[config.mk]
export PLATFORM = sky130hd
export DESIGN_NAME = alu_issue_stage
export DESIGN_NICKNAME = d
export VERILOG_FILES = /design/src/rtl/rv32i_alu_pkg.sv /design/src/rtl/alu_op_map.sv /design/src/rtl/alu_issue_stage.sv
export SDC_FILE = /design/constraint.sdc
export NUM_CORES = 1
export LEC_CHECK = 0
export BUFFER_PORTS_ARGS = -buffer_cell sky130_fd_sc_hd__buf_2
export CAP_MARGIN = 20
export CORE_AREA = 3 3 81 121
export CTS_BUF_LIST = sky130_fd_sc_hd__clkbuf_8
export DETAILED_ROUTE_END_ITERATION = 8
export DIE_AREA = 0 0 84 124
export HOLD_SLACK_MARGIN = 0.12
export PLACE_DENSITY = 0.86
export SLEW_MARGIN = 0
export SYNTH_ARGS = -nofsm -noshare
export SYNTH_HDL_FRONTEND = slang
export SYNTH_HIERARCHICAL = 1
export SYNTH_SLANG_ARGS = --single-unit
[constraint.sdc]
create_clock -name clk -period 5.7 [get_ports clk]
set_input_delay 1.14 -clock clk [delete_from_list [all_inputs] [get_ports clk]]
set_output_delay 1.14 -clock clk [all_outputs]
set_load 0.005 [all_outputs]
[src/rtl/rv32i_alu_pkg.sv]
// Shared RV32I opcode/funct constants and ALU-side encodings used by the
// issue stage and its decode sub-module.
package rv32i_alu_pkg;

  // RV32I major opcodes handled by the ALU issue path
  localparam logic [6:0] OPC_OP     = 7'b0110011;
  localparam logic [6:0] OPC_OP_IMM = 7'b0010011;

  // RV32I funct3 values for OP / OP-IMM
  localparam logic [2:0] F3_ADD_SUB = 3'b000;
  localparam logic [2:0] F3_SLL     = 3'b001;
  localparam logic [2:0] F3_SLT     = 3'b010;
  localparam logic [2:0] F3_SLTU    = 3'b011;
  localparam logic [2:0] F3_XOR     = 3'b100;
  localparam logic [2:0] F3_SRL_SRA = 3'b101;
  localparam logic [2:0] F3_OR      = 3'b110;
  localparam logic [2:0] F3_AND     = 3'b111;

  // RV32I funct7 values (also imm[11:5] for shift-immediates)
  localparam logic [6:0] F7_BASE = 7'b0000000;
  localparam logic [6:0] F7_ALT  = 7'b0100000;

  // ALU operation class
  typedef enum logic [1:0] {
    ALUOP_ARITH = 2'b00,
    ALUOP_LOGIC = 2'b01,
    ALUOP_SHIFT = 2'b10,
    ALUOP_CMP   = 2'b11
  } alu_op_e;

  // ALU-side funct3 codes within each class
  localparam logic [2:0] ALU_F3_ADD  = 3'b000;
  localparam logic [2:0] ALU_F3_AND  = 3'b000;
  localparam logic [2:0] ALU_F3_OR   = 3'b001;
  localparam logic [2:0] ALU_F3_XOR  = 3'b010;
  localparam logic [2:0] ALU_F3_SLL  = 3'b000;
  localparam logic [2:0] ALU_F3_SR   = 3'b101;
  localparam logic [2:0] ALU_F3_SLT  = 3'b010;
  localparam logic [2:0] ALU_F3_SLTU = 3'b011;

  // ALU-side funct7 codes
  localparam logic [6:0] ALU_F7_NONE = 7'b0000000;
  localparam logic [6:0] ALU_F7_ALT  = 7'b0100000;

  // Decoded fields handed from the decoder to the issue register
  typedef struct packed {
    logic [31:0] a;
    logic [31:0] b;
    alu_op_e     aluop;
    logic [2:0]  funct3;
    logic [4:0]  shamt;
    logic [6:0]  funct7;
    logic        illegal;
  } alu_fields_t;

  function automatic logic [31:0] sext12(input logic [11:0] imm);
    return {{20{imm[11]}}, imm};
  endfunction

endpackage

[src/rtl/alu_op_map.sv]
// Combinational RV32I OP/OP-IMM -> ALU field mapping with illegal detection.
// Takes only the instruction fields it needs (opcode, funct3, imm[11:0]);
// imm[11:5] doubles as funct7 and imm[4:0] as the shift-immediate.
module alu_op_map
  import rv32i_alu_pkg::*;
(
  input  logic [6:0]  i_opcode,
  input  logic [2:0]  i_funct3,
  input  logic [11:0] i_imm,
  input  logic [31:0] i_rs1_data,
  input  logic [31:0] i_rs2_data,
  output alu_fields_t o_fields
);

  logic [6:0] w_f7;
  logic       w_is_op;
  logic       w_legal;
  logic       w_alt;

  assign w_f7    = i_imm[11:5];
  assign w_is_op = (i_opcode == OPC_OP);

  // Decode operands, ALU class/codes and legality; illegal zeroes all fields
  always_comb begin
    o_fields        = '0;
    w_legal         = 1'b0;
    w_alt           = 1'b0;
    o_fields.a      = i_rs1_data;
    o_fields.aluop  = ALUOP_ARITH;

    case (i_opcode)
      OPC_OP: begin
        o_fields.b     = i_rs2_data;
        o_fields.shamt = i_rs2_data[4:0];
        w_legal        = (w_f7 == F7_BASE) ||
                         ((w_f7 == F7_ALT) &&
                          ((i_funct3 == F3_ADD_SUB) || (i_funct3 == F3_SRL_SRA)));
      end
      OPC_OP_IMM: begin
        o_fields.b     = sext12(i_imm);
        o_fields.shamt = i_imm[4:0];
        case (i_funct3)
          F3_SLL:     w_legal = (w_f7 == F7_BASE);
          F3_SRL_SRA: w_legal = (w_f7 == F7_BASE) || (w_f7 == F7_ALT);
          default:    w_legal = 1'b1;
        endcase
      end
      default: w_legal = 1'b0;
    endcase

    case (i_funct3)
      F3_ADD_SUB: begin
        o_fields.aluop  = ALUOP_ARITH;
        o_fields.funct3 = ALU_F3_ADD;
        // Only register-register form can subtract; ADDI imm bits are ignored
        w_alt           = w_is_op && (w_f7 == F7_ALT);
      end
      F3_SLL: begin
        o_fields.aluop  = ALUOP_SHIFT;
        o_fields.funct3 = ALU_F3_SLL;
      end
      F3_SLT: begin
        o_fields.aluop  = ALUOP_CMP;
        o_fields.funct3 = ALU_F3_SLT;
      end
      F3_SLTU: begin
        o_fields.aluop  = ALUOP_CMP;
        o_fields.funct3 = ALU_F3_SLTU;
      end
      F3_XOR: begin
        o_fields.aluop  = ALUOP_LOGIC;
        o_fields.funct3 = ALU_F3_XOR;
      end
      F3_SRL_SRA: begin
        o_fields.aluop  = ALUOP_SHIFT;
        o_fields.funct3 = ALU_F3_SR;
        w_alt           = (w_f7 == F7_ALT);
      end
      F3_OR: begin
        o_fields.aluop  = ALUOP_LOGIC;
        o_fields.funct3 = ALU_F3_OR;
      end
      default: begin
        o_fields.aluop  = ALUOP_LOGIC;
        o_fields.funct3 = ALU_F3_AND;
      end
    endcase

    o_fields.funct7 = w_alt ? ALU_F7_ALT : ALU_F7_NONE;

    if (!w_legal) begin
      o_fields         = '0;
      o_fields.illegal = 1'b1;
    end
  end

endmodule

[src/rtl/alu_issue_stage.sv]
// ALU issue stage: single-entry issue register between fetch and the ALU,
// with register-file read addressing, flush, and optional performance
// counters enabled by defining ALU_ISSUE_PERF_EN.
module alu_issue_stage
  import rv32i_alu_pkg::*;
(
  input  logic        clk,
  input  logic        rst,
  input  logic        in_valid,
  output logic        in_ready,
  input  logic [31:0] instr,
  output logic [4:0]  rf_rs1_addr,
  output logic [4:0]  rf_rs2_addr,
  input  logic [31:0] rf_rs1_data,
  input  logic [31:0] rf_rs2_data,
  output logic        out_valid,
  input  logic        out_ready,
  output logic [31:0] out_A,
  output logic [31:0] out_B,
  output logic [1:0]  out_ALUOp,
  output logic [2:0]  out_funct3,
  output logic [4:0]  out_shamt,
  output logic [6:0]  out_funct7,
  output logic [4:0]  out_rd,
  output logic        out_illegal,
  input  logic        flush
`ifdef ALU_ISSUE_PERF_EN
  ,
  output logic [31:0] perf_issued,
  output logic [31:0] perf_illegal
`endif
);

  alu_fields_t w_fields;
  alu_fields_t r_fields;
  logic        r_valid;
  logic [4:0]  r_rd;
  logic        w_accept;

  assign rf_rs1_addr = instr[19:15];
  assign rf_rs2_addr = instr[24:20];

  assign in_ready = !rst && !flush && (!r_valid || out_ready);
  assign w_accept = in_valid && in_ready;

  alu_op_map u_map (
    .i_opcode   (instr[6:0]),
    .i_funct3   (instr[14:12]),
    .i_imm      (instr[31:20]),
    .i_rs1_data (rf_rs1_data),
    .i_rs2_data (rf_rs2_data),
    .o_fields   (w_fields)
  );

  // Issue register: reset, flush, load on accept, drain on downstream take
  always_ff @(posedge clk) begin
    if (rst) begin
      r_valid  <= 1'b0;
      r_fields <= '0;
      r_rd     <= '0;
    end else if (flush) begin
      r_valid <= 1'b0;
    end else if (w_accept) begin
      r_valid  <= 1'b1;
      r_fields <= w_fields;
      r_rd     <= instr[11:7];
    end else if (out_ready) begin
      r_valid <= 1'b0;
    end
  end

  assign out_valid   = r_valid;
  assign out_A       = r_fields.a;
  assign out_B       = r_fields.b;
  assign out_ALUOp   = r_fields.aluop;
  assign out_funct3  = r_fields.funct3;
  assign out_shamt   = r_fields.shamt;
  assign out_funct7  = r_fields.funct7;
  assign out_illegal = r_fields.illegal;
  assign out_rd      = r_rd;

`ifdef ALU_ISSUE_PERF_EN
  logic [31:0] r_perf_issued;
  logic [31:0] r_perf_illegal;
  logic        w_xfer;

  // A flushed entry never completes a transfer, so it is never counted
  assign w_xfer = r_valid && out_ready && !flush;

  // Free-running transfer counters, wrapping naturally at 2^32
  always_ff @(posedge clk) begin
    if (rst) begin
      r_perf_issued  <= '0;
      r_perf_illegal <= '0;
    end else if (w_xfer) begin
      r_perf_issued <= r_perf_issued + 32'd1;
      if (r_fields.illegal) begin
        r_perf_illegal <= r_perf_illegal + 32'd1;
      end
    end
  end

  assign perf_issued  = r_perf_issued;
  assign perf_illegal = r_perf_illegal;
`endif

endmodule

==> flow_metrics.env <==
export IMPL_clkSlewWorstSetupHoldPaths_ps=80
export IMPL_cp_end_kind="register"
export IMPL_rr_endpoint="out_A[31]"
export IMPL_setup_viol_count_final=0
export IMPL_wl_per_cell_um=15.9
export IMPL_drtIter0Drc=146
export IMPL_stdcell_area_um2=5690
export IMPL_final_antenna_net_count=0
export IMPL_post_route_period_util_pct=60.9
export IMPL_criticalPathCategory="primary input to register"
export IMPL_clk_root_buffer_cell="sky130_fd_sc_hd__clkbuf_8"
export IMPL_tightest_slew_ps=913
export IMPL_buffer_ports_inserted=189
export IMPL_multiInputGateArea_um2=2580
export IMPL_route_vias_total=3845
export IMPL_synth_edff_count=0
export IMPL_hold_start="out_B[1]"
export IMPL_combined_flip_flop_and_latch_cell_area_um2=1760
export IMPL_cts_setup_buffers=0
export IMPL_hold_violations=0
export IMPL_async_flop_share_pct=0
export IMPL_clock_sinks=88
export IMPL_ys_seq_elements=88
export IMPL_place_gp_congestion=0.746
export IMPL_clock_latency_on_the_worst_skew_pair_ps=340
export IMPL_cp_max_fanout=37
export IMPL_starting_density_of_the_core_pct=53.6
export IMPL_ys_flop_type="sky130_fd_sc_hd__dfxtp_1"
export IMPL_number_of_antenna_violations_at_the_first_check_in_global_routing=1
export IMPL_setup_tns_ps=0
export IMPL_worst_ir_drop_vdd_mv=0.167
export IMPL_drv_slew=0
export IMPL_finalWorstSetupSlack_ps=2230
export IMPL_dieHeight_um=124
export IMPL_num_rows=42
export IMPL_synth_cells=475
export IMPL_num_antenna_cells=0
export IMPL_layout_utilization_pct=64.1
export IMPL_fill_cells=731
export IMPL_rr_worst_depth=4
export IMPL_global_route_overflow_total=0
export IMPL_design_die_area_um2=10400
export IMPL_setup_worst_path_start_class="primary input"
export IMPL_fmaxAchievable_mhz=288
export IMPL_p_per_area_nw_per_um2=220
export IMPL_cts_resized_gates=0
export IMPL_worst_case_register_to_register_setup_slack_ps=3320
export IMPL_drv_max_cap_violation_count=0
export IMPL_cts_hold_buffers_added=0
export IMPL_critical_path_required_ps=5930
export IMPL_firstDrtPassIters=5
export IMPL_number_of_global_route_vias_before_repair=3829
export IMPL_grt_first_pass_wirelength_um=18000
export IMPL_tritoncts="built"
export IMPL_slew_limit_headroom_pct=39.1
export IMPL_placedInstanceArea_um2=5460
export IMPL_yosysWarningCount=6
export IMPL_cp_arrival_ps=3700
export IMPL_cts_inserted_buffers=9
export IMPL_min_path_type="register to register"
export IMPL_final_period_minus_worst_setup_slack_ps=3470
export IMPL_max_clock_path_buffers=2
export IMPL_cts_htree_levels=3
export IMPL_synth_seq_area_share_pct=37.0
export IMPL_worst_clock_skew_ps=5.45
export IMPL_largest_net_degree_at_the_start_of_global_routing=89
export IMPL_holdPathStages=2
export IMPL_drc_errors=0
export IMPL_area_delta_synth_final_pct=19.6
export IMPL_grt_usage_pct=21.6
export IMPL_syn_cell_area_um2=4760
export IMPL_ys_types=39
export IMPL_hold_path_end="out_B[1]"
export IMPL_drive_gt1_share_pct=49.1
export IMPL_post_synth_cell_area_avg_um2=10.0
export IMPL_run_status="finished, final reports clean"
export IMPL_rsz0062_at_grt="false"
export IMPL_detailedPlace_worstSlack_ps=1920
export IMPL_core_region_area_um2=8880
export IMPL_dp_final_hpwl_um=8500
export IMPL_nNetsFinal=725
export IMPL_worst_hold_slack_ps=596
export IMPL_chipWidth_um=84
export IMPL_origin_of_the_critical_flop_to_flop_path="out_valid"
export IMPL_routed_via_density=5.20
export IMPL_detail_route_wirelength_um=11700
export IMPL_number_of_ports_placed_on_the_die_boundary=200
export IMPL_static_leakage_power_uw=0.00294
power by group:
group	internal [uW]	switching, uW
Sequential	620	2.19
Clock	288	214
Combinational	57.7	71.7
Total	966	288
layout by cell type, fill, tap and decap left out, drive strengths merged, types with 3 or more instances in the layout:
master,netlist,final
a21oi,22,22
clkbuf,15,9
nor2,53,53
mux2,87,87
bufinv,0,3
dfxtp,88,88
buf,44,192
nand3,21,21
nor2b,91,91
mux2i,12,12
nor4,9,9
nand2,4,4
and3,14,14
conb,1,6
Yosys cell counts (2+ instances only):
| cell | instances | area (um2) |
|---|---|---|
| sky130_fd_sc_hd__nor4_1 | 7 | 43.8 |
| sky130_fd_sc_hd__mux2_2 | 57 | 642 |
| sky130_fd_sc_hd__nand3_1 | 20 | 100 |
| sky130_fd_sc_hd__nor3_1 | 2 | 10.0 |
| sky130_fd_sc_hd__and3_1 | 13 | 81.3 |
| sky130_fd_sc_hd__buf_6 | 12 | 135 |
| sky130_fd_sc_hd__a21oi_1 | 22 | 110 |
| sky130_fd_sc_hd__buf_2 | 10 | 50.1 |
| sky130_fd_sc_hd__clkbuf_1 | 13 | 48.8 |
| sky130_fd_sc_hd__nand2_1 | 3 | 11.3 |
| sky130_fd_sc_hd__nor2_2 | 3 | 18.8 |
| sky130_fd_sc_hd__mux2i_1 | 12 | 120 |
| sky130_fd_sc_hd__dfxtp_1 | 88 | 1760 |
| sky130_fd_sc_hd__mux2_4 | 30 | 450 |
| sky130_fd_sc_hd__nor2b_1 | 90 | 563 |
| sky130_fd_sc_hd__nor2_1 | 50 | 188 |
| sky130_fd_sc_hd__buf_4 | 21 | 158 |
cells by family after synthesis:
| group | synth area share [%] |
|---|---|
| simple gates | 24.4 |
| mux | 25.5 |
| flops | 37.0 |
| buf+inv | 9.02 |
| compound gates | 3.79 |
| xor+xnor | 0.184 |
| other cells | 0.0788 |
registers in the layout, indices dropped and copies added (netlist names):
name and count:
out_illegal 1, out_B 32, out_rd 5, out_funct3 3
out_A 32, out_funct7 7, out_ALUOp 2, out_shamt 5
out_valid 1
metrics by stage:
| step | total power, uW | cells |
|---|---|---|
| after CTS | 1270 | 739 |
| after floorplan | 723 | 480 |
| after detailed placement | 766 | 723 |
| after global placement | 762 | 722 |
| after global routing | 1300 | 739 |
| final | 1250 | 739 |
critical path, stage by stage:
cell	delay [ps]
sky130_fd_sc_hd__buf_2	360
sky130_fd_sc_hd__o2bb2ai_2	810
sky130_fd_sc_hd__nand4_2	780
sky130_fd_sc_hd__mux2_2	560
layout make-up:
| class | count | share of cell area (%) |
|---|---|---|
| clock buffers | 9 | 2.18 |
| clock inverters | 7 | 1.96 |
| inverters | 1 | 0.0659 |
| multi-input cells | 332 | 45.4 |
| flip-flops and latches | 88 | 31.0 |
| well taps | 110 | 2.42 |
| repair buffers | 192 | 17.0 |
routing by layer:
metal  part of all wire (%)  up-vias  global-route usage [%]  wire length [um]
li1                       -     1861                       -                 -
met5                  0.077        -                       0                 9
met2                     52      164                    40.6              6060
met3                    6.3       21                    4.83               741
met4                    2.0        2                    8.25               233
met1                     40     1797                    23.6              4670
worst max-delay path by stage:
stage                         from  cells past startpoint          end  slack (ps)
final                     instr[5]                      4  out_illegal        2230
after global routing      instr[5]                      4  out_illegal        2050
after CTS                 instr[5]                      4  out_illegal        2320
after detailed placement  instr[5]                      4  out_illegal        1920
after global placement    instr[5]                      4  out_illegal        1970
after floorplan                rst                      3     in_ready        2910
No activity file was read; power rests on OpenSTA's default activity.
